===== src/rtl/hazard_pkg.sv =====
// hazard_pkg: shared forwarding codes, Tnew constants and saturating decrement
package hazard_pkg;
  localparam logic [1:0] FWD_RF = 2'd0;
  localparam logic [1:0] FWD_E  = 2'd1;
  localparam logic [1:0] FWD_M  = 2'd2;
  localparam logic [1:0] FWD_W  = 2'd3;
  localparam logic [1:0] TNEW_NONE = 2'd0;
  localparam logic [1:0] TNEW_ALU  = 2'd1;
  localparam logic [1:0] TNEW_LOAD = 2'd2;
  // Tnew counts down to 0 and then holds there; it never wraps.
  function automatic logic [7:0] sat_dec(input logic [7:0] x);
    return (x == 8'd0) ? 8'd0 : x - 8'd1;
  endfunction
endpackage


===== src/rtl/hazard_stage_reg.sv =====
// hazard_stage_reg: one pipeline slot holding a payload and its Tnew, with bubble and decrement
module hazard_stage_reg import hazard_pkg::*; #(
  parameter int PW = 5,
  parameter int TW = 2
) (
  input  logic          clk,
  input  logic          reset,
  input  logic          bubble_i,
  input  logic          dec_i,
  input  logic [PW-1:0] pay_i,
  input  logic [TW-1:0] tnew_i,
  output logic [PW-1:0] pay_o,
  output logic [TW-1:0] tnew_o
);
  logic [PW-1:0] pay_q, pay_d;
  logic [TW-1:0] tnew_q, tnew_d;
  // A bubble clears the whole slot; otherwise take the upstream value, aged by one cycle if asked.
  always_comb begin
    pay_d  = bubble_i ? '0 : pay_i;
    tnew_d = bubble_i ? '0 : dec_i ? TW'(sat_dec(8'(tnew_i))) : tnew_i;
  end
  // Slot register, cleared immediately on reset.
  always_ff @(posedge clk or posedge reset) begin
    if (reset) begin
      pay_q  <= '0;
      tnew_q <= '0;
    end else begin
      pay_q  <= pay_d;
      tnew_q <= tnew_d;
    end
  end
  assign pay_o  = pay_q;
  assign tnew_o = tnew_q;
endmodule


===== src/rtl/hazard_tracker.sv =====
// hazard_tracker: tracks E/M/W destinations and Tnew, and derives D/E forwarding selects
module hazard_tracker import hazard_pkg::*; #(
  parameter int ADDR_W = 5,
  parameter int TNEW_W = 2
) (
  input  logic              clk,
  input  logic              reset,
  input  logic              stall_en,
  input  logic [ADDR_W-1:0] D_rs,
  input  logic [ADDR_W-1:0] D_rt,
  input  logic [ADDR_W-1:0] D_A3,
  input  logic [TNEW_W-1:0] D_Tnew,
  output logic [TNEW_W-1:0] E_Tnew,
  output logic [TNEW_W-1:0] M_Tnew,
  output logic [TNEW_W-1:0] W_Tnew,
  output logic [ADDR_W-1:0] E_A3,
  output logic [ADDR_W-1:0] M_A3,
  output logic [ADDR_W-1:0] W_A3,
  output logic [1:0]        D_fwd_rs,
  output logic [1:0]        D_fwd_rt,
  output logic [1:0]        E_fwd_rs,
  output logic [1:0]        E_fwd_rt
);
  logic [3*ADDR_W-1:0] e_pay;
  logic [ADDR_W-1:0]   e_rs, e_rt;

  hazard_stage_reg #(.PW(3*ADDR_W), .TW(TNEW_W)) u_e (
    .clk(clk), .reset(reset), .bubble_i(stall_en), .dec_i(1'b0),
    .pay_i({D_A3, D_rs, D_rt}), .tnew_i(D_Tnew), .pay_o(e_pay), .tnew_o(E_Tnew)
  );
  hazard_stage_reg #(.PW(ADDR_W), .TW(TNEW_W)) u_m (
    .clk(clk), .reset(reset), .bubble_i(1'b0), .dec_i(1'b1),
    .pay_i(E_A3), .tnew_i(E_Tnew), .pay_o(M_A3), .tnew_o(M_Tnew)
  );
  hazard_stage_reg #(.PW(ADDR_W), .TW(TNEW_W)) u_w (
    .clk(clk), .reset(reset), .bubble_i(1'b0), .dec_i(1'b1),
    .pay_i(M_A3), .tnew_i(M_Tnew), .pay_o(W_A3), .tnew_o(W_Tnew)
  );

  assign {E_A3, e_rs, e_rt} = e_pay;

  // A matching stage decides the select: forward if ready, else regfile (stall covers it); no match defers to older.
  function automatic logic [1:0] sel(input logic [ADDR_W-1:0] r, input logic [ADDR_W-1:0] a3,
                                     input logic [TNEW_W-1:0] tnew, input logic [1:0] code,
                                     input logic [1:0] older);
    return (r != '0 && a3 == r) ? ((tnew == '0) ? code : FWD_RF) : older;
  endfunction

  // Youngest-first forwarding selects for the D operands and the registered E operands.
  always_comb begin
    D_fwd_rs = sel(D_rs, E_A3, E_Tnew, FWD_E, sel(D_rs, M_A3, M_Tnew, FWD_M, sel(D_rs, W_A3, W_Tnew, FWD_W, FWD_RF)));
    D_fwd_rt = sel(D_rt, E_A3, E_Tnew, FWD_E, sel(D_rt, M_A3, M_Tnew, FWD_M, sel(D_rt, W_A3, W_Tnew, FWD_W, FWD_RF)));
    E_fwd_rs = sel(e_rs, M_A3, M_Tnew, FWD_M, sel(e_rs, W_A3, W_Tnew, FWD_W, FWD_RF));
    E_fwd_rt = sel(e_rt, M_A3, M_Tnew, FWD_M, sel(e_rt, W_A3, W_Tnew, FWD_W, FWD_RF));
  end
endmodule


===== config.mk =====
export PLATFORM = sky130hd
export DESIGN_NAME = hazard_tracker
export DESIGN_NICKNAME = d
export VERILOG_FILES = /design/src/rtl/hazard_pkg.sv /design/src/rtl/hazard_stage_reg.sv /design/src/rtl/hazard_tracker.sv
export SDC_FILE = /design/constraint.sdc
export NUM_CORES = 1
export LEC_CHECK = 0
export BUFFER_PORTS_ARGS = -buffer_cell sky130_fd_sc_hd__buf_4
export CELL_PAD_IN_SITES_DETAIL_PLACEMENT = 0
export CELL_PAD_IN_SITES_GLOBAL_PLACEMENT = 1
export CORE_MARGIN = 2
export CORE_UTILIZATION = 39
export CTS_CLUSTER_DIAMETER = 50
export CTS_CLUSTER_SIZE = 14
export DETAILED_ROUTE_END_ITERATION = 12
export GPL_ROUTABILITY_DRIVEN = 0
export PLACE_DENSITY_LB_ADDON = 0.1
export SLEW_MARGIN = 10
export SYNTH_ARGS = -nofsm -noshare
export SYNTH_HDL_FRONTEND = slang
export SYNTH_SLANG_ARGS = --single-unit

===== constraint.sdc =====
create_clock -name clk -period 2.1 [get_ports clk]
set_input_delay 0.315 -clock clk [delete_from_list [all_inputs] [get_ports clk]]
set_output_delay 0.315 -clock clk [all_outputs]
set_load 0.03 [all_outputs]

-- After elaboration in Yosys (flattened, before gate mapping)
Cells that the tools add are included.
- flip-flop bits (word level): 31
- output and inout port bits: 29
- input port bits: 20
- word-level logic and storage cells: 52
- muxes and demuxes: 17
- add/subtract/negate cells: 2
- equality and inequality tests: 10
- reductions and logical operators: 17
- operators with widths (operator ; number):
    == test 5 bit ; 10
    2-to-1 mux 2 bit ; 15
    nonzero test 5 bit ; 4
    2-to-1 mux 15 bit ; 1
    logical AND 1 bit ; 10
    zero test 2 bit ; 3
    subtractor 2 x 1 -> 2 bit, second input constant ; 2
    2-to-1 mux 1 bit ; 1

-- Logic depth before layout (Yosys ltp)
Gate-level depths: netlist of run 1.
- word-level depth: 5
- depth in mapped cells: 5
- mapped depth without buffers: 5

-- Modules after synthesis
A second synthesis of run 1 with hierarchy kept.
- cell total of the unflattened synthesis: 184
- area total of the unflattened synthesis: 1864.3 µm²
- by module, submodules not included (module ; instances ; area each (µm²) ; sequential area each (µm²) ; cells an instance):
    hazard_tracker ; 1 ; 783.3 ; 0.0 ; 109
    hazard_stage_reg (u_e) ; 1 ; 578.1 ; 425.4 ; 39
    hazard_stage_reg (u_m ...) ; 2 ; 251.5 ; 175.2 ; 18

-- Worst setup path before layout of run 1
OpenSTA, ideal clock, no wires.
- path kind: register to output
- start: register u_m.pay_q[1] (netlist: u_m.pay_o[1])
- end: output port E_fwd_rs[1]
- slack: -0.083 ns
- stages on the path, launching flop included: 5
- buffers on the path: 1
- data arrival time: 1.868 ns
- data required time: 1.785 ns
- path through: dfrtp_1 > clkbuf_1 > xor2_1 > nor4_1 > mux2i_1
- longest elaborated chain between the ends: 3
- RTL lines (what ; line ; RTL):
    start: declaration ; hazard_stage_reg.sv:15 ; logic [PW-1:0] pay_q, pay_d;
    start signal: assignment ; hazard_stage_reg.sv:28 ; pay_q <= pay_d;
    == test 5 bit ; hazard_tracker.sv:46 ; return (r != '0 && a3 == r) ? ((tnew == '0) ? code : FWD_RF) : older;
    logical AND 1 bit ; hazard_tracker.sv:46 ;
    2-to-1 mux 2 bit ; hazard_tracker.sv:46 ;
    end: declaration ; hazard_tracker.sv:21 ; output logic [1:0] E_fwd_rs,
No other way between the ends.

-- Final worst setup path of run 1
- start: register u_m.pay_q[4] (netlist: u_m.pay_o[4])
- end: output port D_fwd_rt[1]
- longest elaborated chain between the ends: 4
- RTL lines (what ; line ; RTL):
    == test 5 bit ; hazard_tracker.sv:46 ;
    logical AND 1 bit ; hazard_tracker.sv:46 ;
    2-to-1 mux 2 bit (2 in a row) ; hazard_tracker.sv:46 ;
    end: declaration ; hazard_tracker.sv:20 ; output logic [1:0] D_fwd_rt,
No other way between the ends.

==> flow_summary.ini, run 1 <==
[outcome]
status = finished with violations
violations = negative setup slack

[timing]
setup-tns-final_ns = -0.194
finalSetupViolations = 4
fin_crit_ns = 2.17
worst_slew_pin_slew_ns = 0.386
rsz0062_at_grt = yes
final.setup_skew_ns = 0.00206
finalCritPeriodShare = 1.03
hold_ws_ns = 0.111
slew_violations = 0
fmax_ghz = 0.461
finalHoldViolCount = 0
slew_headroom = 0.743
fin_ws_ns = -0.0671

[logic_synthesis]
synth_seq_area_share = 0.457
synth-seq-cells = 31
yosys.area.top_type = dfrtp_1
synth_nets = 183
synthCells = 163
synth_top_area_share = 0.457
syn-cell-area_mm2 = 0.00170
synthDistinctLibCells = 28
yosys_warnings = 0
syn_avg_cell_area_um2 = 10.4
ys_top_cells_by_area = dfrtp_1, xor2_1, xnor2_1

[placed_design]
io_buffers = 48
dp_hpwl_mm = 3.09
dp_slack_ns = 0.180
place_area_mm2 = 0.00209

[clocking]
ctsHtreeMaxLevel = 2
cts-root-buf = clkbuf_8
clk_latency_ns = 0.28
clockBufferDepth = 2
clkTransAtPathRegs_ns = 0.06
tritoncts = done
cts_buffers = 5
cts_hold_buf = 0
clock_sinks = 31

[worst_hold_path]
hold_class = in -> async

[worst_setup_path]
r2r_cells = 2
crit_arrival_ns = 1.85
critPathRequiredTime_ns = 1.78
end_kind = output pin
critPathMaxFanout = 4
crit_type = reg -> out
start_kind = register

[floorplanning]
fp.dieH_um = 70.0
die_x_um = 70.0
core_area_mm2 = 0.00426
die-area_mm2 = 0.00490
start_util = 0.398
ios = 49
row_count = 24

[pwr]
p_total_mw = 1.65
leakagePower_nw = 1.17
ir_drop_mv = 0.423
powerDensity_mw_per_mm2 = 667

[drt]
drcViolationCount = 0
ant_nets = 0
firstDrtPassIters = 4
vias = 1370
wirelength_mm = 4.36
via_per_inst = 4.89
routedWlPerCell_um = 15.6
initialDrtViolationCount = 74

[final_layout]
final_area_mm2 = 0.00247
layout-drive-gt1-share = 0.456
diodes = 0
final_common_cell = buf_4
nFillCells = 379
final_nets = 247
syn_to_final_growth_pct = 45.1
mostFrequentLayoutCells = buf_4, xor2_1, dfrtp_1

[global_route]
grt_max_degree = 32
grt_antenna_before_repair = 0
grt_pass1_wl_mm = 7.13
grt_overflow_total = 0
grt_usage = 0.190
grt_pass1_vias = 1454

[job]
maxCapViolCount = 0
==> timing repair <==
action | 4_1_cts | 5_1_grt
gates resized for setup | 15 | 17
pin swaps | 6 | 10
buffers inserted | 16 | 0
endpoints found under the setup margin | 6 | 8
==> through the flow <==
step / instances / utilization
floorplan: 163 / -
global placement: 256 / 0.491
detailed placement: 256 / 0.491
CTS: 280 / 0.560
global route: 280 / 0.578
finish: 280 / 0.578
==> layer usage <==
| metal | up-vias | global-route usage | wire length [um] |
|---|---|---|---|
| met1 | 661 | 0.222 | 1860 |
| met2 | 38 | 0.341 | 2280 |
| met4 | 0 | 0.0598 | 31 |
| met5 | - | 0 | 0 |
| met3 | 4 | 0.0491 | 197 |
| li1 | 667 | - | - |
==> power breakdown <==
| part | leakage (nW) | total [mW] | switching (mW) | internal, mW |
|---|---|---|---|---|
| sequential | 0.392 | 0.675 | 0.0473 | 0.627 |
| combinational | 0.719 | 0.376 | 0.194 | 0.182 |
| clock | 0.0612 | 0.595 | 0.212 | 0.383 |
| total | 1.17 | 1.65 | 0.453 | 1.19 |
==> sequential cells by signal, indices dropped and copies added, names as in the netlist <==
name,cells
u_m.pay_o,5
u_e.tnew_o,2
u_w.pay_o,5
u_e.pay_o,15
u_m.tnew_o,2
u_w.tnew_o,2
==> critical path, cell delays in order, from the launching register on <==
cell and delay, ns:
dfrtp_2 0.46, xor2_1 0.16, nor3_1 0.21, nand4_1 0.15, mux2_1 0.33, nor2_1 0.10
buf_4 0.17
==> path summary, 6_finish.rpt <==
kind / from / end / slack, ns
setup / recovery: u_m.pay_o[4] / D_fwd_rt[1] / -0.07
hold / removal: reset / u_e.pay_o[11] / 0.11
setup reg to reg: u_m.pay_o[4] / u_w.pay_o[4] / 1.23
hold reg to reg: u_m.tnew_o[0] / u_w.tnew_o[0] / 0.47
max in group asynchronous: reset / u_m.pay_o[3] / 1.68
min in group clk: D_Tnew[0] / u_e.tnew_o[0] / 0.26
==> Yosys cell counts <==
cell type	number
a221oi_1	2
a221oi_2	1
and2_1	2
buf_4	5
clkbuf_1	3
dfrtp_1	31
inv_1	5
inv_2	1
mux2_1	1
mux2_2	3
mux2i_1	1
nand2_1	4
nand3_1	2
nand4_1	7
nor2_1	13
nor2_2	1
nor2b_1	19
nor3_1	8
nor4_1	2
nor4b_1	1
o2111a_1	1
o221a_2	2
o221ai_1	1
or2_1	1
or2_2	1
or4_1	1
xnor2_1	20
xor2_1	24
==> logic make-up (layout without fill, tap and decap cells) <==
logic type,count (synthesis),after routing,synth area share
xor+xnor,44,44,0.227
mux,5,5,0.0324
compound gates,7,7,0.0442
flops,31,31,0.457
buf+inv,14,79,0.0420
simple gates,62,62,0.198
==> layout make-up <==
type | instances | area [um2] | share of cell area
clock inverters | 2 | 35.0 | 0.0142
flip-flops and latches | 31 | 786 | 0.319
clock buffers | 6 | 82.6 | 0.0335
inverters | 6 | 22.5 | 0.00913
well taps | 52 | 65.1 | 0.0264
repair buffers | 65 | 527 | 0.214
multi-input cells | 118 | 948 | 0.385
No activity file was read; power rests on OpenSTA's default activity.
==> run 2, diff against run 1 <==
--- a/config.mk
+++ b/config.mk
@@ -5,16 +5,17 @@
 export SDC_FILE = /design/constraint.sdc
 export NUM_CORES = 1
 export LEC_CHECK = 0
-export BUFFER_PORTS_ARGS = -buffer_cell sky130_fd_sc_hd__buf_4
 export CELL_PAD_IN_SITES_DETAIL_PLACEMENT = 0
 export CELL_PAD_IN_SITES_GLOBAL_PLACEMENT = 1
 export CORE_MARGIN = 2
-export CORE_UTILIZATION = 39
+export CORE_UTILIZATION = 47
 export CTS_CLUSTER_DIAMETER = 50
 export CTS_CLUSTER_SIZE = 14
 export DETAILED_ROUTE_END_ITERATION = 12
+export DONT_BUFFER_PORTS = 1
 export GPL_ROUTABILITY_DRIVEN = 0
 export PLACE_DENSITY_LB_ADDON = 0.1
+export SKIP_CTS_REPAIR_TIMING = 1
 export SLEW_MARGIN = 10
 export SYNTH_ARGS = -nofsm -noshare
 export SYNTH_HDL_FRONTEND = slang
==> flow_summary.ini, run 2 (same netlist as run 1, synthesis figures left out) <==
[outcome]
status = finished with violations
violations = negative setup slack

[timing]
fin_ws_ns = -0.106
finalCritPeriodShare = 1.05
setup-tns-final_ns = -0.350
final.setup_skew_ns = 0.00482
slew_headroom = 0.723
rsz0062_at_grt = yes
finalSetupViolations = 7
fin_crit_ns = 2.21
fmax_ghz = 0.453
worst_slew_pin_slew_ns = 0.415
hold_ws_ns = 0.0400
finalHoldViolCount = 0
slew_violations = 0

[job]
maxCapViolCount = 0

[final_layout]
final_core_util = 0.629
diodes = 0
mostFrequentLayoutCells = buf_4, xor2_1, dfrtp_1
syn_to_final_growth_pct = 26.4
final_nets = 219
largest_register_ffs = 15
layout-drive-gt1-share = 0.359
final_common_cell = buf_4

[worst_setup_path]
crit_arrival_ns = 1.89
critPathRequiredTime_ns = 1.78
critPathMaxFanout = 4
start_kind = register
crit_type = reg -> out
worstPathCellList = xor2_1 -> nor3_1 -> nand4_1 -> mux2_4 -> nor2_4 -> buf_6
end_kind = output pin
crit_path_top_delay_cell = dfrtp_2
slowest_delay_ns = 0.46

[global_route]
grt_antenna_before_repair = 0
grt_overflow_total = 0
grt_pass1_wl_mm = 6.42
grt_usage = 0.211
grt_pass1_vias = 1316
grt_max_degree = 32

[pwr]
ir_drop_mv = 0.455
leakagePower_nw = 0.985
powerDensity_mw_per_mm2 = 598

[clocking]
clk_latency_ns = 0.32
clock_sinks = 31
clkTransAtPathRegs_ns = 0.09
clockBufferDepth = 2
ctsHtreeMaxLevel = 2
cts-root-buf = clkbuf_4
cts_buffers = 5
tritoncts = done

[floorplanning]
core_area_mm2 = 0.00342
die_x_um = 64.1
ios = 49
row_count = 21
fp.dieH_um = 64.1
die-area_mm2 = 0.00411
start_util = 0.497

[drt]
ant_nets = 0
initialDrtViolationCount = 35
vias = 1291
wirelength_mm = 4.17
drcViolationCount = 0
firstDrtPassIters = 4
routedWlPerCell_um = 17.1
via_per_inst = 5.29

[placed_design]
io_buffers = 0
dp_hpwl_mm = 2.93

[worst_hold_path]
hold_class = in -> reg
## run 2: changes by cell type in the layout (fill, tap and decap cells not counted), sizes merged
cell         before  now
buf              65   36
bufinv            1    0
clkinv            1    0
dlygate4sd3       0    1
## run 2: layout make-up
| class | count | area [um2] |
|---|---|---|
| Clock buffer | 6 | 41.3 |
| Fill cell | 310 | 1270 |
| Inverter | 6 | 22.5 |
| Multi-Input combinational cell | 118 | 936 |
| Sequential cell | 31 | 787 |
| Tap cell | 46 | 57.6 |
| Timing Repair Buffer | 37 | 304 |
## run 2: worst paths after layout
path                       slack [ns]             to  cells past startpoint          start
setup / recovery                -0.11    D_fwd_rt[1]                      6   u_m.pay_o[3]
hold / removal                   0.04  u_e.pay_o[14]                      1       stall_en
setup reg to reg                 1.26  u_m.tnew_o[1]                      1  u_e.tnew_o[0]
hold reg to reg                  0.49   u_m.pay_o[3]                      0  u_e.pay_o[13]
max in group asynchronous        1.29   u_w.pay_o[3]                      3          reset
min in group asynchronous        0.51  u_e.pay_o[14]                      3          reset
## run 2: layer usage
| layer | wire [um] | vias up | global-route usage | part of all wire |
|---|---|---|---|---|
| met1 | 1700 | 625 | 0.266 | 0.41 |
| met5 | 0 | - | 0 | 0 |
| met2 | 2140 | 43 | 0.352 | 0.51 |
| met3 | 228 | 11 | 0.0493 | 0.055 |
| li1 | - | 612 | - | - |
| met4 | 96 | 0 | 0.0771 | 0.023 |
## run 2: through the flow
step | cell area [um2] | setup slack, ns | instances | power [mW]
finish | 2150 | -0.106 | 244 | 1.29
global route | 2150 | -0.222 | 244 | 1.36
CTS | 1960 | -0.174 | 232 | 1.25
detailed placement | 1920 | 0.207 | 226 | 0.956
global placement | 1920 | 0.203 | 226 | 0.950
floorplan | 1710 | 0.0128 | 163 | 0.881
## run 2: power breakdown
group	switching [mW]	internal, mW
sequential	0.0539	0.627
combinational	0.159	0.148
clock	0.180	0.119
## run 2: critical path: cells and delay by family (launching register included)
kind | cells | cell delay [ns]
and+or+nand+nor | 3 | 0.47
DFF | 1 | 0.46
muxes | 1 | 0.35
xor gates and xnor gates | 1 | 0.16
buffers and inverters | 1 | 0.13
==> run 3, diff against run 2 <==
==> constraint.sdc (replaced) <==
create_clock -name clk -period 2.5 [get_ports clk]
set_input_delay 0.375 -clock clk [delete_from_list [all_inputs] [get_ports clk]]
set_output_delay 0.375 -clock clk [all_outputs]
set_load 0.03 [all_outputs]
==> flow_summary.ini, run 3 (same netlist as run 1, synthesis figures left out) <==
[drt]
ant_nets = 0
via_per_inst = 5.31
initialDrtViolationCount = 36
firstDrtPassIters = 6
routedWlPerCell_um = 16.1
wirelength_mm = 3.59
vias = 1185
drcViolationCount = 0

[floorplanning]
row_count = 21
fp.dieH_um = 64.1
die_x_um = 64.1
start_util = 0.497
core_area_mm2 = 0.00342
die-area_mm2 = 0.00411
ios = 49

[clocking]
tritoncts = done
cts-root-buf = clkbuf_4
cts_buffers = 5
clock_sinks = 31
clkTransAtPathRegs_ns = 0.09
ctsHtreeMaxLevel = 2
clk_latency_ns = 0.33
clockBufferDepth = 2

[timing]
finalHoldViolCount = 9
worst_slew_pin_slew_ns = 0.527
fin_crit_ns = 2.37
slew_violations = 0
finalCritPeriodShare = 0.948
finalSetupViolations = 0
fmax_ghz = 0.422
final.setup_skew_ns = 0.00519
hold_ws_ns = -0.00608
slew_headroom = 0.649
rsz0062_at_grt = yes

[placed_design]
dp_hpwl_mm = 2.71
dpl.cell_count = 215
io_buffers = 0

[global_route]
grt_pass1_vias = 1305
grt_overflow_total = 0
grt_pass1_wl_mm = 6.04
grt_max_degree = 32
grt_usage = 0.201
grt_antenna_before_repair = 0

[outcome]
violations = negative hold slack
status = finished with violations

[job]
maxCapViolCount = 0

[worst_setup_path]
r2r_setup_slack_ns = 1.66
crit_arrival_ns = 1.99
r2r_cells = 1
critPathMaxFanout = 7
reg2reg_from = u_m.pay_o[4]
end_kind = output pin
start_kind = register
crit_type = reg -> out
rr_endpoint = u_w.pay_o[4]
critPathRequiredTime_ns = 2.12

[final_layout]
layout-drive-gt1-share = 0.203
stdcell_count = 223
mostFrequentLayoutCells = dfrtp_1, xor2_1, xnor2_1
largest_register_ffs = 15
syn_to_final_growth_pct = 12.4
nFillCells = 306
final_common_cell = dfrtp_1
final_nets = 196
diodes = 0

[pwr]
leakagePower_nw = 0.859
powerDensity_mw_per_mm2 = 609
ir_drop_mv = 0.514

[worst_hold_path]
hold_class = in -> async
run 3: cell types whose count changed in the layout (fill, tap and decap cells not counted), sizes merged:
cell,delta
buf,-22
bufinv,+1
clkinv,+1
dlygate4sd3,-1
run 3: stage by stage:
stage          utilization   TNS, ns  total power, mW  worst slack (ns)  cell area, um2
4_1_cts              0.556  -0.00600             1.18          -0.00600            1900
3_5_place_dp         0.531         0            0.778             0.384            1810
6_report             0.559         0             1.16             0.130            1910
2_1_floorplan            -         0            0.737             0.257            1700
5_1_grt              0.559   -0.0188             1.23           -0.0188            1910
3_3_place_gp         0.531         0            0.774             0.403            1810
run 3: layout make-up:
cell class | count | area (um2) | share of cell area
clock buffers | 6 | 51.3 | 0.0269
repair buffers | 14 | 105 | 0.0550
clock inverters | 2 | 35.0 | 0.0183
flip-flops and latches | 31 | 781 | 0.409
inverters | 6 | 22.5 | 0.0118
well taps | 46 | 57.6 | 0.0301
multi-input cells | 118 | 858 | 0.449
run 3: per-layer routing:
metal  vias up  part of all wire  track usage
met4         0             0.035        0.133
met1       560              0.40        0.229
met3        13             0.066       0.0528
met2        45              0.50        0.331
li1        567                 -            -
met5         -                 0            0
run 3: critical path: stages (launching register included):
cell and delay [ns]:
dfrtp_1 0.59, a221oi_1 0.36, nand4_1 0.15, mux2_2 0.29, nor2_2 0.29
run 3: how the worst max path moves through the flow:
| stage | from | end | slack [ns] | cells past startpoint |
|---|---|---|---|---|
| finish | u_w.pay_o[1] | D_fwd_rs[1] | 0.13 | 4 |
| global route | u_m.pay_o[3] | D_fwd_rs[1] | -0.02 | 5 |
| CTS | u_m.pay_o[0] | E_fwd_rs[1] | -0.006 | 5 |
| detailed placement | u_m.pay_o[0] | E_fwd_rs[1] | 0.38 | 5 |
| global placement | u_w.pay_o[0] | D_fwd_rs[1] | 0.40 | 5 |
| floorplan | u_m.pay_o[1] | E_fwd_rs[1] | 0.26 | 4 |
run 3: report_power, final:
part / internal (mW) / total (mW) / switching, mW / leakage (nW)
clock: 0.236 / 0.394 / 0.158 / 0.0482
combinational: 0.0855 / 0.183 / 0.0973 / 0.413
sequential: 0.525 / 0.586 / 0.0608 / 0.397
